<file path="config.mk">
export PLATFORM = sky130hd
export DESIGN_NAME = layer_collect_block
export DESIGN_NICKNAME = d
export VERILOG_FILES = /design/src/rtl/layer_collect_block.sv
export SDC_FILE = /design/constraint.sdc
export NUM_CORES = 1
export LEC_CHECK = 0
export ABC_AREA = 1
export CAP_MARGIN = 0
export CORE_MARGIN = 2
export CORE_UTILIZATION = 52
export DETAILED_ROUTE_END_ITERATION = 7
export GPL_TIMING_DRIVEN = 0
export PLACE_DENSITY = 0.76
export SYNTH_ARGS = -nofsm -noshare
export SYNTH_HDL_FRONTEND = slang
export SYNTH_SLANG_ARGS = --single-unit
</file>
<file path="constraint.sdc">
create_clock -name clk -period 2 [get_ports clk]
set_input_delay 0.2 -clock clk [delete_from_list [all_inputs] [get_ports clk]]
set_output_delay 0.2 -clock clk [all_outputs]
set_load 0.02 [all_outputs]
</file>
<file path="src/rtl/layer_collect_block.sv">
// Serial-to-parallel collector: packs elem_n serial words into a shadow
// register and publishes the full vector atomically with a one-cycle done pulse.
module layer_collect_block #(
  parameter int unsigned elem_n     = 5,
  parameter int unsigned data_width = 16
) (
  input  logic                         clk,
  input  logic                         rst,
  input  logic                         start_in,
  input  logic                         valid_in,
  input  logic [data_width-1:0]        data_in,
  output logic [data_width*elem_n-1:0] data_out,
  output logic                         done_out,
  output logic                         busy,
  output logic                         drop_out
);

  localparam int unsigned IDX_W = (elem_n > 1) ? $clog2(elem_n) : 1;
  localparam int unsigned VEC_W = data_width * elem_n;
  localparam logic [IDX_W-1:0] LAST_IDX = IDX_W'(elem_n - 1);

  typedef enum logic {
    IDLE    = 1'b0,
    COLLECT = 1'b1
  } state_t;

  state_t           state_q, state_d;
  logic [IDX_W-1:0] idx_q, idx_d;
  logic [VEC_W-1:0] shadow_q, shadow_d;
  logic [VEC_W-1:0] data_out_d;
  logic             done_d, drop_d;
  logic             wr_en;
  logic [IDX_W-1:0] wr_idx;

  // Next-state, slot write and publish decisions
  always_comb begin
    state_d    = state_q;
    idx_d      = idx_q;
    shadow_d   = shadow_q;
    data_out_d = data_out;
    done_d     = 1'b0;
    drop_d     = 1'b0;
    wr_en      = 1'b0;
    wr_idx     = '0;

    case (state_q)
      IDLE: begin
        if (start_in) begin
          state_d = COLLECT;
          idx_d   = '0;
          wr_en   = valid_in;
        end else if (valid_in) begin
          drop_d = 1'b1;
        end
      end
      COLLECT: begin
        if (start_in) begin
          // Restart discards the partial vector; a coincident word becomes word 0
          drop_d = 1'b1;
          idx_d  = '0;
          wr_en  = valid_in;
        end else if (valid_in) begin
          wr_en  = 1'b1;
          wr_idx = idx_q;
        end
      end
      default: state_d = IDLE;
    endcase

    for (int unsigned k = 0; k < elem_n; k++) begin
      if (wr_en && (wr_idx == IDX_W'(k))) begin
        shadow_d[k*data_width +: data_width] = data_in;
      end
    end

    if (wr_en) begin
      if (wr_idx == LAST_IDX) begin
        data_out_d = shadow_d;
        done_d     = 1'b1;
        state_d    = IDLE;
        idx_d      = '0;
      end else begin
        idx_d = wr_idx + IDX_W'(1);
      end
    end
  end

  // State, shadow and registered outputs
  always_ff @(posedge clk) begin
    if (rst) begin
      state_q  <= IDLE;
      idx_q    <= '0;
      shadow_q <= '0;
      data_out <= '0;
      done_out <= 1'b0;
      drop_out <= 1'b0;
      busy     <= 1'b0;
    end else begin
      state_q  <= state_d;
      idx_q    <= idx_d;
      shadow_q <= shadow_d;
      data_out <= data_out_d;
      done_out <= done_d;
      drop_out <= drop_d;
      busy     <= (state_d == COLLECT);
    end
  end

endmodule

</file>
==> results of run 1 <==
-- metal layers --
layer  up-vias  wire [um]  global-route usage (%)
met5         -          0                       0
met4         0        436                    10.6
met3        32       1260                    6.15
met2       210       7530                    42.1
met1      2534       6970                    34.7
li1       2766          -                       -
-- cell families (layout without fill, tap and decap cells) --
kind of cell | count (synthesis) | count (layout) | synth area share [%]
AOI/OAI and AO/OA | 151 | 151 | 13.0
buffers and inverters | 158 | 289 | 11.0
adders and majority gates | 4 | 4 | 0.849
other | 0 | 1 | 0
DFF | 150 | 150 | 51.0
and+or+nand+nor | 332 | 332 | 24.2
-- synth_stat cells (2+ instances only) --
library cell and number:
nand3_1 115, o21ai_0 16, clkbuf_1 23, dfxtp_1 150, buf_4 2, inv_1 103
buf_2 25, nand2_2 4, ha_1 4, nor2_1 39, nand2_1 169, buf_6 2
nor2_4 3, buf_1 2, a21oi_1 132
-- power by group through the flow --
stage	registers, uW	logic [uW]	clock network [uW]
floorplan	3090	133	0
global placement	3080	262	0
detailed placement	3080	267	0
CTS	3020	271	3200
global route	3020	299	3320
finish	3020	282	3180
-- final cells by class --
class,instances,area [sq um],area share (%)
sequential,150,3000,38.9
multi-input combinational,487,2280,29.5
timing repair buffer,101,1020,13.1
clock buffer,21,470,6.09
inverter,104,390,5.05
buffer,52,269,3.48
tap,140,175,2.27
clock inverter,11,125,1.62
antenna,1,2.50,0.0324
-- sequential cells by signal, summed over array words and instances (netlist names) --
| register | flops |
|---|---|
| data_out | 80 |
| shadow_q | 64 |
| idx_q | 3 |
| done_out | 1 |
| drop_out | 1 |
| state_q | 1 |
-- through the flow --
| step | TNS [ns] | setup slack [ns] | std cells |
|---|---|---|---|
| after floorplan | 0 | 0.0332 | 795 |
| after global placement | -35.03 | -0.561 | 1036 |
| after detailed placement | -41.28 | -0.640 | 1036 |
| after CTS | 0 | 0.00550 | 1066 |
| after global routing | 0 | 0.0158 | 1067 |
| final | 0 | 0.138 | 1067 |
-- worst max-delay path by stage --
stage               depth (start not counted)  slack, ns     start      endpoint
floorplan                                  12       0.03   state_q  data_out[56]
global placement                           13      -0.56  valid_in  data_out[56]
detailed placement                         13      -0.64  valid_in  data_out[62]
CTS                                        12      0.005   state_q  data_out[59]
global route                               11       0.02   state_q  data_out[59]
finish                                     11       0.14   state_q  data_out[61]
-- cell usage in the layout (no fill, tap or decap), types with 3 or more instances in the layout --
cell / synthesis / final
nand2_1: 169 / 167
nor2_1: 39 / 36
clkinvlp_4: 0 / 5
o21ai_0: 16 / 16
nor2_4: 3 / 5
ha_1: 4 / 3
buf_2: 25 / 26
a21oi_1: 132 / 132
buf_6: 2 / 4
nand2_2: 4 / 5
clkbuf_8: 0 / 3
clkdlybuf4s50_1: 0 / 99
dfxtp_1: 150 / 149
inv_1: 103 / 102
nand3_1: 115 / 114
clkbuf_1: 23 / 20
clkbuf_16: 0 / 17
-- repair_timing --
item | CTS | global route
pin swaps | 1 | 0
endpoints found under the hold margin | 0 | 0
gates resized for setup | 9 | 15
setup buffers | 0 | 0
setup endpoints to repair | 61 | 41
-- critical path: stages (launching register included) --
cell,delay (ns)
dfxtp_2,0.34
buf_6,0.13
nand2_1,0.11
nor2_4,0.13
ha_1,0.19
ha_1,0.15
buf_4,0.16
clkbuf_4,0.21
nand3_1,0.13
nand2_1,0.11
nor2_1,0.04
nor2_1,0.10
==> flow_metrics.py, run 1 <==
metrics = {
    "timing": {
        "post-route-period-util_pct": 93.1,
        "fmax_ghz": 0.537,
        "setup_viol": 0,
        "clock_skew_ns": 0.00744,
        "rsz0062_at_grt": "no",
        "slew_violations": 0,
        "period_minus_slack_ns": 1.86,
        "tightest_slew_ns": 0.587,
        "maxSlewHeadroom_pct": 60.9,
        "hold_viol_final": 0,
        "hold_slack_ns": 0.244,
    },
    "synth": {
        "yosysTopAreaCellShare_pct": 51.0,
        "synthesis.area_sq_mm": 0.00589,
        "synth_area_per_cell_sq_um": 7.41,
        "ys_top_cells_by_area": "dfxtp_1 (51%), a21oi_1 (11%), nand2_1 (11%), nand3_1 (9.8%), inv_1 (6.6%)",
        "yosysSeqAreaShare_pct": 51.0,
        "yosysUniqueCellTypes": 21,
        "ys_ff_latch": 150,
        "async_reset_ff_share_pct": 0,
        "syn_nets": 819,
        "syn_inst": 795,
        "ys_warn_count": 0,
        "ys.flop_type": "dfxtp_1",
        "synth_top_area_cell": "dfxtp_1",
        "synth_edf_count": 0,
    },
    "route": {
        "route.detailed.drc": 0,
        "via_count": 5542,
        "first_pass_iters": 5,
        "drtIter0Drc": 422,
        "vias_per_cell": 5.19,
        "wl_mm": 16.2,
        "ant_nets": 0,
        "routedWlPerCell_um": 15.2,
    },
    "setup_path": {
        "worstSetupPathType": "reg -> reg",
        "ff2ff_path_depth": 11,
        "r2r_start": "state_q",
        "arrival_ns": 2.22,
        "worstPathRequired_ns": 2.36,
        "crit_path_end_kind": "register",
        "startpoint_type": "register",
        "timing.critical_path.fanout_max": 10,
        "rrSetupSlack_ns": 0.14,
        "rr_endpoint": "data_out[61]",
    },
    "clock_network": {
        "cts_hold_buf": 0,
        "cts_max_path_buffers": 2,
        "cts_tree": "done",
        "numCtsBuffers": 17,
        "clock-sinks": 150,
        "cts-root-buf": "clkbuf_16",
        "h-tree-depth": 4,
        "clk_latency_ns": 0.42,
        "clk_pin_slew_worst_paths_ns": 0.06,
    },
    "finish": {
        "fin_util_pct": 70.7,
        "fin_nets": 937,
        "final_area_sq_mm": 0.00773,
        "nFillCells": 912,
        "syn_to_final_growth_pct": 31.2,
        "drive_gt1_share_pct": 8.96,
    },
    "pwr": {
        "finalPower_uw": 6480,
        "switchingPower_uw": 1450,
        "clockPowerShare_pct": 49.0,
        "p_sw_share_pct": 22.4,
        "power_frac_seq_pct": 46.6,
        "powerDensity_mw_per_mm2": 838,
        "p_leak_uw": 0.00318,
        "ir_worst_vdd_mv": 0.478,
        "p_int_uw": 5030,
        "p_comb_share_pct": 4.4,
    },
    "grt": {
        "grt_pass1_wl_mm": 25.7,
        "grt_overflow": 0,
        "grt_max_degree": 17,
        "antenna_found_initial": 1,
        "first_global_vias": 5230,
        "track_usage_pct": 26.4,
    },
    "placed_design": {
        "dp_hpwl_mm": 11.0,
        "placed_area_sq_mm": 0.00708,
        "gp_congestion": 0.852,
        "io_buffers": 101,
    },
    "min_path": {
        "hold_end": "drop_out",
        "holdPathStages": 3,
        "hp-class": "in -> reg",
        "hp-start": "start_in",
    },
    "floorplanning": {
        "ios": 103,
        "dieArea_sq_mm": 0.0122,
        "start_util_pct": 53.9,
        "std_cell_rows": 38,
        "design.core.area_sq_mm": 0.0109,
        "fp.dieW_um": 110,
        "die_h_um": 110,
    },
    "job": {
        "cap_viol_max_count": 0,
    },
    "outcome": {
        "outcome": "completed",
    },
}
Note: power is estimated with default switching activity, not from simulation.
==> inputs of run 2 (changes only) <==
--- a/config.mk
+++ b/config.mk
@@ -8,10 +8,10 @@
 export ABC_AREA = 1
 export CAP_MARGIN = 0
 export CORE_MARGIN = 2
-export CORE_UTILIZATION = 52
+export CORE_UTILIZATION = 47
 export DETAILED_ROUTE_END_ITERATION = 7
 export GPL_TIMING_DRIVEN = 0
-export PLACE_DENSITY = 0.76
+export PLACE_DENSITY = 0.72
 export SYNTH_ARGS = -nofsm -noshare
 export SYNTH_HDL_FRONTEND = slang
 export SYNTH_SLANG_ARGS = --single-unit
==> constraint.sdc (replaced) <==
create_clock -name clk -period 1.64 [get_ports clk]
set_input_delay 0.164 -clock clk [delete_from_list [all_inputs] [get_ports clk]]
set_output_delay 0.164 -clock clk [all_outputs]
set_load 0.02 [all_outputs]
==> run 2 against run 1 <==
Compared with the run above: the run now ends with negative setup slack left; die area increased by 10%; clock skew decreased by 0.0038 ns; total power increased by 21%; first-iteration DRC count increased by 5.2%; design area increased by 5.6%; largest power group unchanged; worst hold slack got worse by 0.098 ns; flip-flop and latch count unchanged; via count increased by 0.51%; clock power increased by 19%; critical path depth unchanged.
==> flow_metrics.py, run 2 (synthesis results as in run 1) <==
metrics = {
    "outcome": {
        "outcome": "finished, violations left",
        "violations": "negative setup slack",
    },
    "grt": {
        "grt_overflow": 0,
        "grt_max_degree": 17,
        "antenna_found_initial": 0,
        "first_global_vias": 5053,
        "track_usage_pct": 25.1,
        "grt_pass1_wl_mm": 25.5,
    },
    "min_path": {
        "holdPathStages": 3,
        "hold_end": "done_out",
        "hp-start": "valid_in",
        "hp-class": "in -> reg",
    },
    "setup_path": {
        "crit_slowest_cell": "dfxtp_4",
        "worstSetupPathType": "reg -> reg",
        "cpPeakStageDelay_ns": 0.35,
        "crit_path_end_kind": "register",
        "r2r_start": "state_q",
        "ff2ff_path_depth": 11,
        "rr_endpoint": "data_out[49]",
        "timing.critical_path.fanout_max": 8,
        "rrSetupSlack_ns": -0.02,
        "startpoint_type": "register",
        "arrival_ns": 1.98,
        "crit_chain": "buf_8 -> nand2_4 -> nor2_4 -> ha_4 -> ha_4 -> nand2_8 -> buf_4 -> nand2_2 -> nand2_1 -> nor2_1 -> nor2_1",
        "worstPathRequired_ns": 1.96,
    },
    "clock_network": {
        "cts_tree": "done",
        "clock-sinks": 150,
        "clk_latency_ns": 0.43,
        "cts-root-buf": "clkbuf_16",
        "cts_hold_buf": 0,
        "h-tree-depth": 4,
        "cts_max_path_buffers": 2,
        "clk_pin_slew_worst_paths_ns": 0.06,
        "numCtsBuffers": 17,
    },
    "timing": {
        "post-route-period-util_pct": 101,
        "setup_slack_ns": -0.0181,
        "setup_viol": 2,
        "tightest_slew_ns": 0.612,
        "period_minus_slack_ns": 1.66,
        "hold_viol_final": 0,
        "maxSlewHeadroom_pct": 59.2,
        "slew_violations": 0,
        "clock_skew_ns": 0.00365,
        "fmax_ghz": 0.603,
        "rsz0062_at_grt": "yes",
    },
    "route": {
        "routedWlPerCell_um": 14.9,
        "ant_nets": 0,
        "route.detailed.drc": 0,
        "vias_per_cell": 5.05,
        "drtIter0Drc": 444,
        "wl_mm": 16.4,
        "via_count": 5570,
        "first_pass_iters": 5,
    },
    "floorplanning": {
        "dieArea_sq_mm": 0.0134,
        "std_cell_rows": 40,
        "start_util_pct": 48.6,
        "die_h_um": 116,
        "design.core.area_sq_mm": 0.0121,
        "fp.dieW_um": 116,
        "ios": 103,
    },
    "placed_design": {
        "preCtsSetupSlack_ns": -0.712,
        "placed_area_sq_mm": 0.00721,
        "dp_hpwl_mm": 10.8,
        "io_buffers": 101,
        "gp_congestion": 0.889,
    },
    "pwr": {
        "p_comb_share_pct": 4.9,
        "clockPowerShare_pct": 48.3,
        "p_sw_share_pct": 22.0,
        "power_frac_seq_pct": 46.8,
        "powerDensity_mw_per_mm2": 964,
        "p_leak_uw": 0.00328,
        "switchingPower_uw": 1730,
        "p_int_uw": 6130,
        "ir_worst_vdd_mv": 0.701,
    },
    "finish": {
        "drive_gt1_share_pct": 15.1,
        "largestRegisters": "data_out (80), shadow_q (64), idx_q (3)",
        "multi_input_comb_area_sq_mm": 0.00254,
        "final_area_sq_mm": 0.00816,
        "mostFrequentLayoutCells": "nand2_1 (148), dfxtp_1 (148), a21oi_1 (129)",
        "largest_register_ffs": 80,
        "antenna_cells": 0,
        "syn_to_final_growth_pct": 38.6,
        "fin_nets": 946,
        "nFillCells": 1051,
        "ff_latch_area_sq_mm": 0.00301,
        "top_register": "data_out",
    },
    "job": {
        "cap_viol_max_count": 0,
    },
}
[run 2: through the flow]
step / power, uW / hold WS [ns] / setup TNS [ns] / std cells / utilization, %
CTS: 7880 / 0.280 / -0.0119 / 1101 / 65.8
global placement: 4090 / 0.451 / -70.85 / 1064 / 59.5
global route: 8080 / 0.152 / -2.69 / 1103 / 67.4
floorplan: 3930 / 0.312 / -0.155 / 795 / -
detailed placement: 4090 / 0.453 / -73.10 / 1064 / 59.5
finish: 7870 / 0.146 / -0.0339 / 1103 / 67.4
[run 2: worst max-delay path by stage]
stage	from	endpoint	slack, ns
after CTS	state_q	data_out[54]	-0.01
after global placement	valid_in	data_out[31]	-0.69
final	state_q	data_out[49]	-0.02
after global routing	state_q	data_out[57]	-0.09
after detailed placement	valid_in	data_out[31]	-0.71
after floorplan	state_q	data_out[56]	-0.02
[run 2: layout make-up]
type,instances,area share [%]
inverters,104,4.81
clock inverters,10,1.26
flip-flops and latches,150,36.8
well taps,168,2.57
plain buffers,52,4.37
repair buffers,110,13.2
multi-input cells,487,31.1
clock buffers,22,5.81
[run 2: per-layer routing]
layer / wire [um] / global-route usage (%) / vias up
met1: 7250 / 33.2 / 2556
met5: 0 / 0 / -
li1: - / - / 2789
met4: 487 / 11.3 / 0
met2: 7610 / 40.0 / 188
met3: 1030 / 5.02 / 37
[run 2: power by group through the flow]
stage               Combinational (uW)  Sequential, uW  Clock [uW]
floorplan                          168            3760           0
global placement                   332            3760           0
detailed placement                 333            3760           0
CTS                                360            3680        3840
global route                       407            3690        3990
finish                             384            3680        3800
[run 2: repair_timing]
item / CTS / global route
pin swaps: 9 / 24
endpoints found under the setup margin: 109 / 103
gates resized for setup: 43 / 56
gates cloned: 1 / 0
buffers inserted: 6 / 2
[run 2: worst max-delay path: cells and delay by family (launching register included)]
family	cells	cell delay, ns
adder cells (fa/ha/maj)	2	0.34
buffers and inverters	2	0.26
flip-flops	1	0.35
AND/OR/NAND/NOR	7	0.58
==> inputs of run 3 (changes only) <==
--- a/config.mk
+++ b/config.mk
@@ -7,6 +7,7 @@
 export LEC_CHECK = 0
 export ABC_AREA = 1
 export CAP_MARGIN = 0
+export CORE_ASPECT_RATIO = 0.75
 export CORE_MARGIN = 2
 export CORE_UTILIZATION = 47
 export DETAILED_ROUTE_END_ITERATION = 7
==> run 3 against run 2 <==
Compared with the run above: the flow still finishes with violations (negative setup slack); core utilization grew 0.98 points; clock-buffer cell count shrank 4; clock power is 6.8% higher; worst hold slack got worse by 0.0064 ns; critical path type unchanged; largest power group unchanged; highest routed layer unchanged.
==> flow_metrics.py, run 3 (synthesis results as in run 1) <==
metrics = {
    "setup_path": {
        "crit_path_end_kind": "register",
        "arrival_ns": 2.00,
        "crit_chain": "buf_8 -> nand2_4 -> nor2_4 -> ha_4 -> ha_4 -> nand2_8 -> buf_8 -> nand2_2 -> nand2_1 -> nor2_1 -> nor2_1",
        "timing.critical_path.fanout_max": 7,
        "worstPathRequired_ns": 1.96,
        "r2r_start": "state_q",
        "crit_slowest_cell": "dfxtp_4",
        "worstSetupPathType": "reg -> reg",
        "startpoint_type": "register",
        "cpPeakStageDelay_ns": 0.35,
        "cp-startpoint": "state_q",
    },
    "grt": {
        "antenna_found_initial": 0,
        "grt_overflow": 0,
        "grt_pass1_wl_mm": 26.5,
        "grt_max_degree": 17,
        "first_global_vias": 5294,
        "track_usage_pct": 25.6,
    },
    "timing": {
        "period_minus_slack_ns": 1.68,
        "tightest_slew_ns": 0.661,
        "fmax_ghz": 0.594,
        "setup_viol": 12,
        "tns_ns": -0.201,
        "maxSlewHeadroom_pct": 55.9,
        "slew_violations": 0,
        "clock_skew_ns": 0.00739,
        "setup_slack_ns": -0.0430,
        "rsz0062_at_grt": "yes",
        "hold_viol_final": 0,
        "post-route-period-util_pct": 103,
    },
    "clock_network": {
        "clock-sinks": 150,
        "cts_max_path_buffers": 2,
        "cts_hold_buf": 0,
        "clk_latency_ns": 0.43,
        "cts_tree": "done",
        "h-tree-depth": 4,
        "clk_pin_slew_worst_paths_ns": 0.07,
        "cts-root-buf": "clkbuf_16",
        "numCtsBuffers": 17,
    },
    "finish": {
        "syn_to_final_growth_pct": 42.3,
        "fin_nets": 953,
        "final_area_sq_mm": 0.00839,
        "drive_gt1_share_pct": 17.1,
        "mostFrequentLayoutCells": "dfxtp_1 (149), nand2_1 (138), a21oi_1 (127)",
        "nFillCells": 1000,
        "largest_register_ffs": 80,
        "antenna_cells": 0,
        "final_common_cell": "dfxtp_1",
        "largestRegisters": "data_out (80), shadow_q (64), idx_q (3)",
        "top_register": "data_out",
    },
    "floorplanning": {
        "ios": 103,
        "std_cell_rows": 35,
        "fp.dieW_um": 133,
        "design.core.area_sq_mm": 0.0123,
        "start_util_pct": 48.1,
        "die_h_um": 101,
        "dieArea_sq_mm": 0.0135,
    },
    "pwr": {
        "p_leak_uw": 0.00333,
        "ir_worst_vdd_mv": 0.779,
        "powerDensity_mw_per_mm2": 970,
        "finalPower_uw": 8130,
    },
    "placed_design": {
        "placed_area_sq_mm": 0.00720,
        "dp_hpwl_mm": 11.0,
        "gp_congestion": 0.818,
        "io_buffers": 101,
    },
    "min_path": {
        "hp-start": "valid_in",
        "hp-class": "in -> reg",
    },
    "outcome": {
        "violations": "negative setup slack",
        "outcome": "finished, violations left",
    },
    "route": {
        "via_count": 5696,
        "vias_per_cell": 5.14,
        "routedWlPerCell_um": 15.5,
        "first_pass_iters": 5,
        "wl_mm": 17.2,
        "ant_nets": 0,
        "route.detailed.drc": 0,
        "drtIter0Drc": 551,
    },
    "job": {
        "cap_viol_max_count": 0,
    },
}
run 3: cell count changes in the layout (fill, tap and decap cells not counted), moves of 3 or more:
cell	change
nand2_4	+4
nand2_1	-10
clkinv_2	-6
clkinv_4	+4
nand2_2	+7
clkbuf_8	-3
clkinvlp_4	+3
buf_6	+8
run 3: report_power, final:
group | switching [uW] | internal (uW)
Sequential | 11.4 | 3670
Clock | 1610 | 2440
Combinational | 265 | 130
run 3: path summary, 6_finish.rpt:
check                      end  slack [ns]  cells past startpoint
hold reg to reg   data_out[74]        0.46                      2
hold / removal        done_out        0.14                      3
setup reg to reg  data_out[57]       -0.04                     11
setup / recovery  data_out[57]       -0.04                     11
run 3: layout make-up:
class                      instances  area (sq um)  area share [%]
sequential                       150          3010            35.9
multi-input combinational        488          2620            31.3
timing repair buffer             116          1160            13.8
clock buffer                      18           439            5.24
inverter                         104           395            4.72
buffer                            52           380            4.54
tap                              166           208            2.48
clock inverter                    14           175            2.09
run 3: timing repair:
action / CTS / global route
gates resized for setup: 39 / 89
gates cloned: 2 / 3
pin swaps: 8 / 22
endpoints found under the setup margin: 131 / 114
setup buffers: 7 / 4
run 3: critical path: cells and delay by family, from the launching register on:
family / cells / cell delay, ns
buffers and inverters: 2 / 0.27
adder cells (fa/ha/maj): 2 / 0.36
AND/OR/NAND/NOR: 7 / 0.58
flip-flops: 1 / 0.35
run 3: per-layer routing:
layer,part of all wire [%],vias to the layer above,GRT usage (%)
li1,-,2811,-
met1,44,2601,34.2
met2,45,239,40.8
met3,8.5,45,5.93
met4,2.4,0,9.25
met5,0,-,0
run 3: metrics by stage:
stage	utilization, %	hold WS, ns	instances	worst slack, ns
floorplan	-	0.312	795	-0.0172
global placement	58.8	0.451	1062	-0.745
detailed placement	58.8	0.456	1062	-0.726
CTS	65.7	0.254	1101	-0.0209
global route	68.4	0.142	1108	-0.125
finish	68.4	0.139	1108	-0.0430
==> edit 1, RTL diff (flow settings as in run 1) <==
Put one more register stage on the output `data_out`, with the module's reset. The value now appears one clock later. The other outputs are not delayed to match.
--- a/src/rtl/layer_collect_block.sv
+++ b/src/rtl/layer_collect_block.sv
@@ -24,6 +24,8 @@
     COLLECT = 1'b1
   } state_t;
 
+  logic [data_width*elem_n-1:0] data_s0;
+
   state_t           state_q, state_d;
   logic [IDX_W-1:0] idx_q, idx_d;
   logic [VEC_W-1:0] shadow_q, shadow_d;
@@ -37,7 +39,7 @@
     state_d    = state_q;
     idx_d      = idx_q;
     shadow_d   = shadow_q;
-    data_out_d = data_out;
+    data_out_d = data_s0;
     done_d     = 1'b0;
     drop_d     = 1'b0;
     wr_en      = 1'b0;
@@ -91,7 +93,7 @@
       state_q  <= IDLE;
       idx_q    <= '0;
       shadow_q <= '0;
-      data_out <= '0;
+      data_s0 <= '0;
       done_out <= 1'b0;
       drop_out <= 1'b0;
       busy     <= 1'b0;
@@ -99,12 +101,20 @@
       state_q  <= state_d;
       idx_q    <= idx_d;
       shadow_q <= shadow_d;
-      data_out <= data_out_d;
+      data_s0 <= data_out_d;
       done_out <= done_d;
       drop_out <= drop_d;
       busy     <= (state_d == COLLECT);
     end
   end
 
+  always_ff @(posedge clk) begin
+    if (rst) begin
+      data_out <= '0;
+    end else begin
+      data_out <= data_s0;
+    end
+  end
+
 endmodule
 
Function: changed (a bounded check fails within 10 cycles, from zero or initial values and one cycle with rst high).
==> edit 1 against run 1 <==
Hold slack gained 93 ps; clock skew grew 4.1 ps; routed wire length grew 16%; die area grew 33%; sequential share of layout area grew 7.2 points; largest power group is now sequential cells; cell area grew 29%; critical path type unchanged; non-clock buffer count is the same; sequential cell count grew 80; global-route usage shrank 3.7 points; synthesized area grew 35%; fmax grew 0.34%; total power grew 42%; worst setup slack gained 6.3 ps; combinational power is essentially flat.
==> edit 1: results (changes against run 1) <==
| Metric | Value |
|---|---|
| Top Metal Used | `met4 (unchanged)` |
| First-pass GRT wire length | `29.6 mm (was 25.7 mm)` |
| Clock buffer depth | `3 (was 2)` |
| P_leak | `0.00487 µW (was 0.00318 µW)` |
| Adder-Cell Fraction of Synth Area | `0.00631 (was 0.00849)` |
| Met2 Use GR | `0.388 (was 0.421)` |
| Synth cell types | `21 (unchanged)` |
| Met1 usage | `0.288 (was 0.347)` |
| WL met3 | `1.31 mm (was 1.26 mm)` |
| Status | `finished clean (unchanged)` |
| Layout cells sized above 1 | `0.0734 (was 0.0896)` |
| RePlAce Congestion | `0.828 (was 0.852)` |
| Worst Path Arrival | `2260 ps (was 2220 ps)` |
| Hold path start | `rst (was start_in)` |
| Worst-Skew Late Latency | `510 ps (was 420 ps)` |
| # resized after CTS | `5 (was 9)` |
| Min-Delay Endpoint | `data_out[73]$_SDFF_PP0_ (was drop_out$_SDFF_PP0_)` |
| Int Pwr | `7310 µW (was 5030 µW)` |
| Detailed Place HPWL | `12.3 mm (was 11.0 mm)` |
| Slowest CP cell | `dfxtp_1 (was dfxtp_2)` |
| Worst hold margin | `337 ps (was 244 ps)` |
| Inserted Diodes | `0 (was 1)` |
| Worst VDD drop | `641 µV (was 478 µV)` |
| Routed WL | `18.8 mm (was 16.2 mm)` |
| Hold path depth | `3 (unchanged)` |
| Post-synth top cells | `nand2_1 (238), dfxtp_1 (230), inv_1 (166), nor2_1 (121), nand3_1 (115) (was nand2_1 (169), dfxtp_1 (150), a21oi_1 (132), nand3_1 (115), inv_1 (103))` |
| M1 wire length | `8.16 mm (was 6.97 mm)` |
| Global Route met3 Usage | `0.0523 (was 0.0615)` |
| Placed Cells | `1307 (was 1036)` |
| Worst Setup EP | `data_s0[56]$_SDFFE_PP0P_ (was data_out[61]$_SDFFE_PP0P_)` |
| Drt via density | `4.90 (was 5.19)` |
| Initial DRC Count | `405 (was 422)` |
| H-tree depth | `1 (was 4)` |
| Total track usage | `0.227 (was 0.264)` |
| Post-layout min period | `1860 ps (about the same)` |
| Initial antenna violation count | `0 (was 1)` |
| Cells taking the most area after synthesis | `dfxtp_1 (58%), nand2_1 (11%), inv_1 (7.9%) (was dfxtp_1 (51%), a21oi_1 (11%), nand2_1 (11%))` |
| Gate Count Post-Synth | `1018 (was 795)` |
| Met2 wire len | `8.92 mm (was 7.53 mm)` |
| Area after DPL | `9180 µm² (was 7080 µm²)` |
| Worst Skew | `11.6 ps (was 7.44 ps)` |
| Vias | `6596 (was 5542)` |
| Largest net degree at the start of global routing | `15 (was 17)` |
| Worst slack at placement | `-561 ps (was -640 ps)` |
| CP max stage delay | `370 ps (was 340 ps)` |
## edit 1: cell types whose count changed in the layout (fill, tap and decap cells not counted), sizes merged, moves of 5 or more
| cell | before | now |
|---|---|---|
| clkbuf | 41 | 51 |
| nand2 | 173 | 238 |
| a21oi | 132 | 59 |
| nor2 | 42 | 127 |
| inv | 104 | 169 |
| clkinvlp | 5 | 0 |
| o21ai | 17 | 3 |
| dfxtp | 150 | 230 |
| nor3 | 1 | 15 |
## edit 1: power groups by stage
stage	Sequential (µW)	Combinational (µW)	Clock (µW)
floorplan	4720	133	0
global placement	4710	270	0
detailed placement	4710	271	0
CTS	4610	274	4390
global route	4610	301	4600
finish	4610	283	4330
## edit 1: layout make-up
type | instances | area, µm²
Multi-Input combinational cell | 566 | 2490
Timing Repair Buffer | 101 | 1010
Tap cell | 188 | 235
Fill cell | 1264 | 5040
Buffer | 52 | 263
Inverter | 168 | 631
Sequential cell | 230 | 4600
Clock inverter | 9 | 124
Clock buffer | 32 | 639
==> edit 2, RTL diff (flow settings as in run 1) <==
Without the edit above. The parameter `data_width` goes from 16 to 14.
--- a/src/rtl/layer_collect_block.sv
+++ b/src/rtl/layer_collect_block.sv
@@ -2,7 +2,7 @@
 // register and publishes the full vector atomically with a one-cycle done pulse.
 module layer_collect_block #(
   parameter int unsigned elem_n     = 5,
-  parameter int unsigned data_width = 16
+  parameter int unsigned data_width = 14
 ) (
   input  logic                         clk,
   input  logic                         rst,
Interface: changed (resized data_in and data_out); port bits go from 103 to 91. The function was not compared with the original's and may differ.
==> edit 2 against run 1 <==
Critical path depth shrank 2; largest power group unchanged; worst setup slack gained 8.2 ps; routed wire length shrank 9.7%; total power shrank 2.3%; synthesized area shrank 12%; sequential cell count shrank 18; cell area shrank 10%; highest routed layer unchanged; clock power grew 7.5%.
==> edit 2: results (changes against run 1) <==
| Metric | Value |
|---|---|
| Sequential portion of the cell area | `0.381 (was 0.389)` |
| Met2 Use GR | `0.460 (was 0.421)` |
| Met2 wire len | `7.12 mm (was 7.53 mm)` |
| Global Route met3 Usage | `0.0627 (was 0.0615)` |
| Worst slack at placement | `-460 ps (was -640 ps)` |
| Detailed Place HPWL | `9.67 mm (was 11.0 mm)` |
| Worst VDD drop | `562 µV (was 478 µV)` |
| Hold path start | `rst (was start_in)` |
| Status | `finished clean (unchanged)` |
| Non-clock buffering overhead | `0.161 (was 0.166)` |
| Period utilisation layout | `0.927 (was 0.931)` |
| Worst slew margin | `0.574 (was 0.609)` |
| Min-Delay Endpoint | `data_out[42]$_SDFFE_PP0P_ (was drop_out$_SDFF_PP0_)` |
| Seq_cells | `132 (was 150)` |
| WL met3 | `914 µm (was 1.26 mm)` |
| R2R depth | `9 (was 11)` |
| RePlAce Congestion | `0.841 (was 0.852)` |
| Hold path depth | `4 (was 3)` |
| Final clock-cell share | `0.0939 (was 0.0770)` |
| Worst-Skew Late Latency | `530 ps (was 420 ps)` |
| Clock buffers | `19 (was 21)` |
| Worst Skew | `10.0 ps (was 7.44 ps)` |
| Worst Path Arrival | `2280 ps (was 2220 ps)` |
| Met1 usage | `0.332 (was 0.347)` |
| First-pass GRT wire length | `23.3 mm (was 25.7 mm)` |
| Sequential share of the synthesized area | `0.510 (about the same)` |
| Worst hold margin | `361 ps (was 244 ps)` |
| Multi-input logic area | `2020 µm² (was 2280 µm²)` |
| Post-route cell area | `6940 µm² (was 7730 µm²)` |
| Initial antenna violation count | `0 (was 1)` |
| Fill cells | `791 (was 912)` |
| Cells taking the most area after synthesis | `dfxtp_1 (51%), a21oi_1 (11%), nand2_1 (11%) (unchanged)` |
| Initial DRC Count | `336 (was 422)` |
| Inserted Diodes | `0 (was 1)` |
| Invs w/o clock | `92 (was 104)` |
| Syn_nets | `723 (was 819)` |
| P_leak | `0.00285 µW (was 0.00318 µW)` |
| Non-clock buffers | `135 (was 153)` |
| Clock root buffer | `clkbuf_8 (was clkbuf_16)` |
| Slowest CP cell | `dfxtp_1 (was dfxtp_2)` |
| Layout cells sized above 1 | `0.0876 (was 0.0896)` |
## edit 2: cell types whose count changed after synthesis, moves of 14 or more
cell,before,now
inv_1,103,89
nand3_1,115,101
dfxtp_1,150,132
nand2_1,169,152
a21oi_1,132,116
## edit 2: through the flow
stage               utilization  power, µW  cells
floorplan                     -       2830    701
CTS                       0.709       6340    955
detailed placement        0.642       2950    923
global placement          0.642       2940    923
global route              0.713       6480    955
finish                    0.713       6330    955
## edit 2: kinds of logic after synthesis
group / after synthesis / synth area share
buffers and inverters: 138 / 0.107
flip-flops: 132 / 0.510
adder cells (fa/ha/maj): 4 / 0.00965
AO/OA/AOI/OAI: 133 / 0.130
AND/OR/NAND/NOR: 294 / 0.244
## edit 2: report_power, final
part / total (µW) / switching (µW) / internal [µW] / leakage, µW
clock network: 3420 / 1140 / 2280 / 0.000320
registers: 2660 / 7.62 / 2650 / 0.00107
logic: 246 / 174 / 71.9 / 0.00146
total: 6330 / 1330 / 5000 / 0.00285
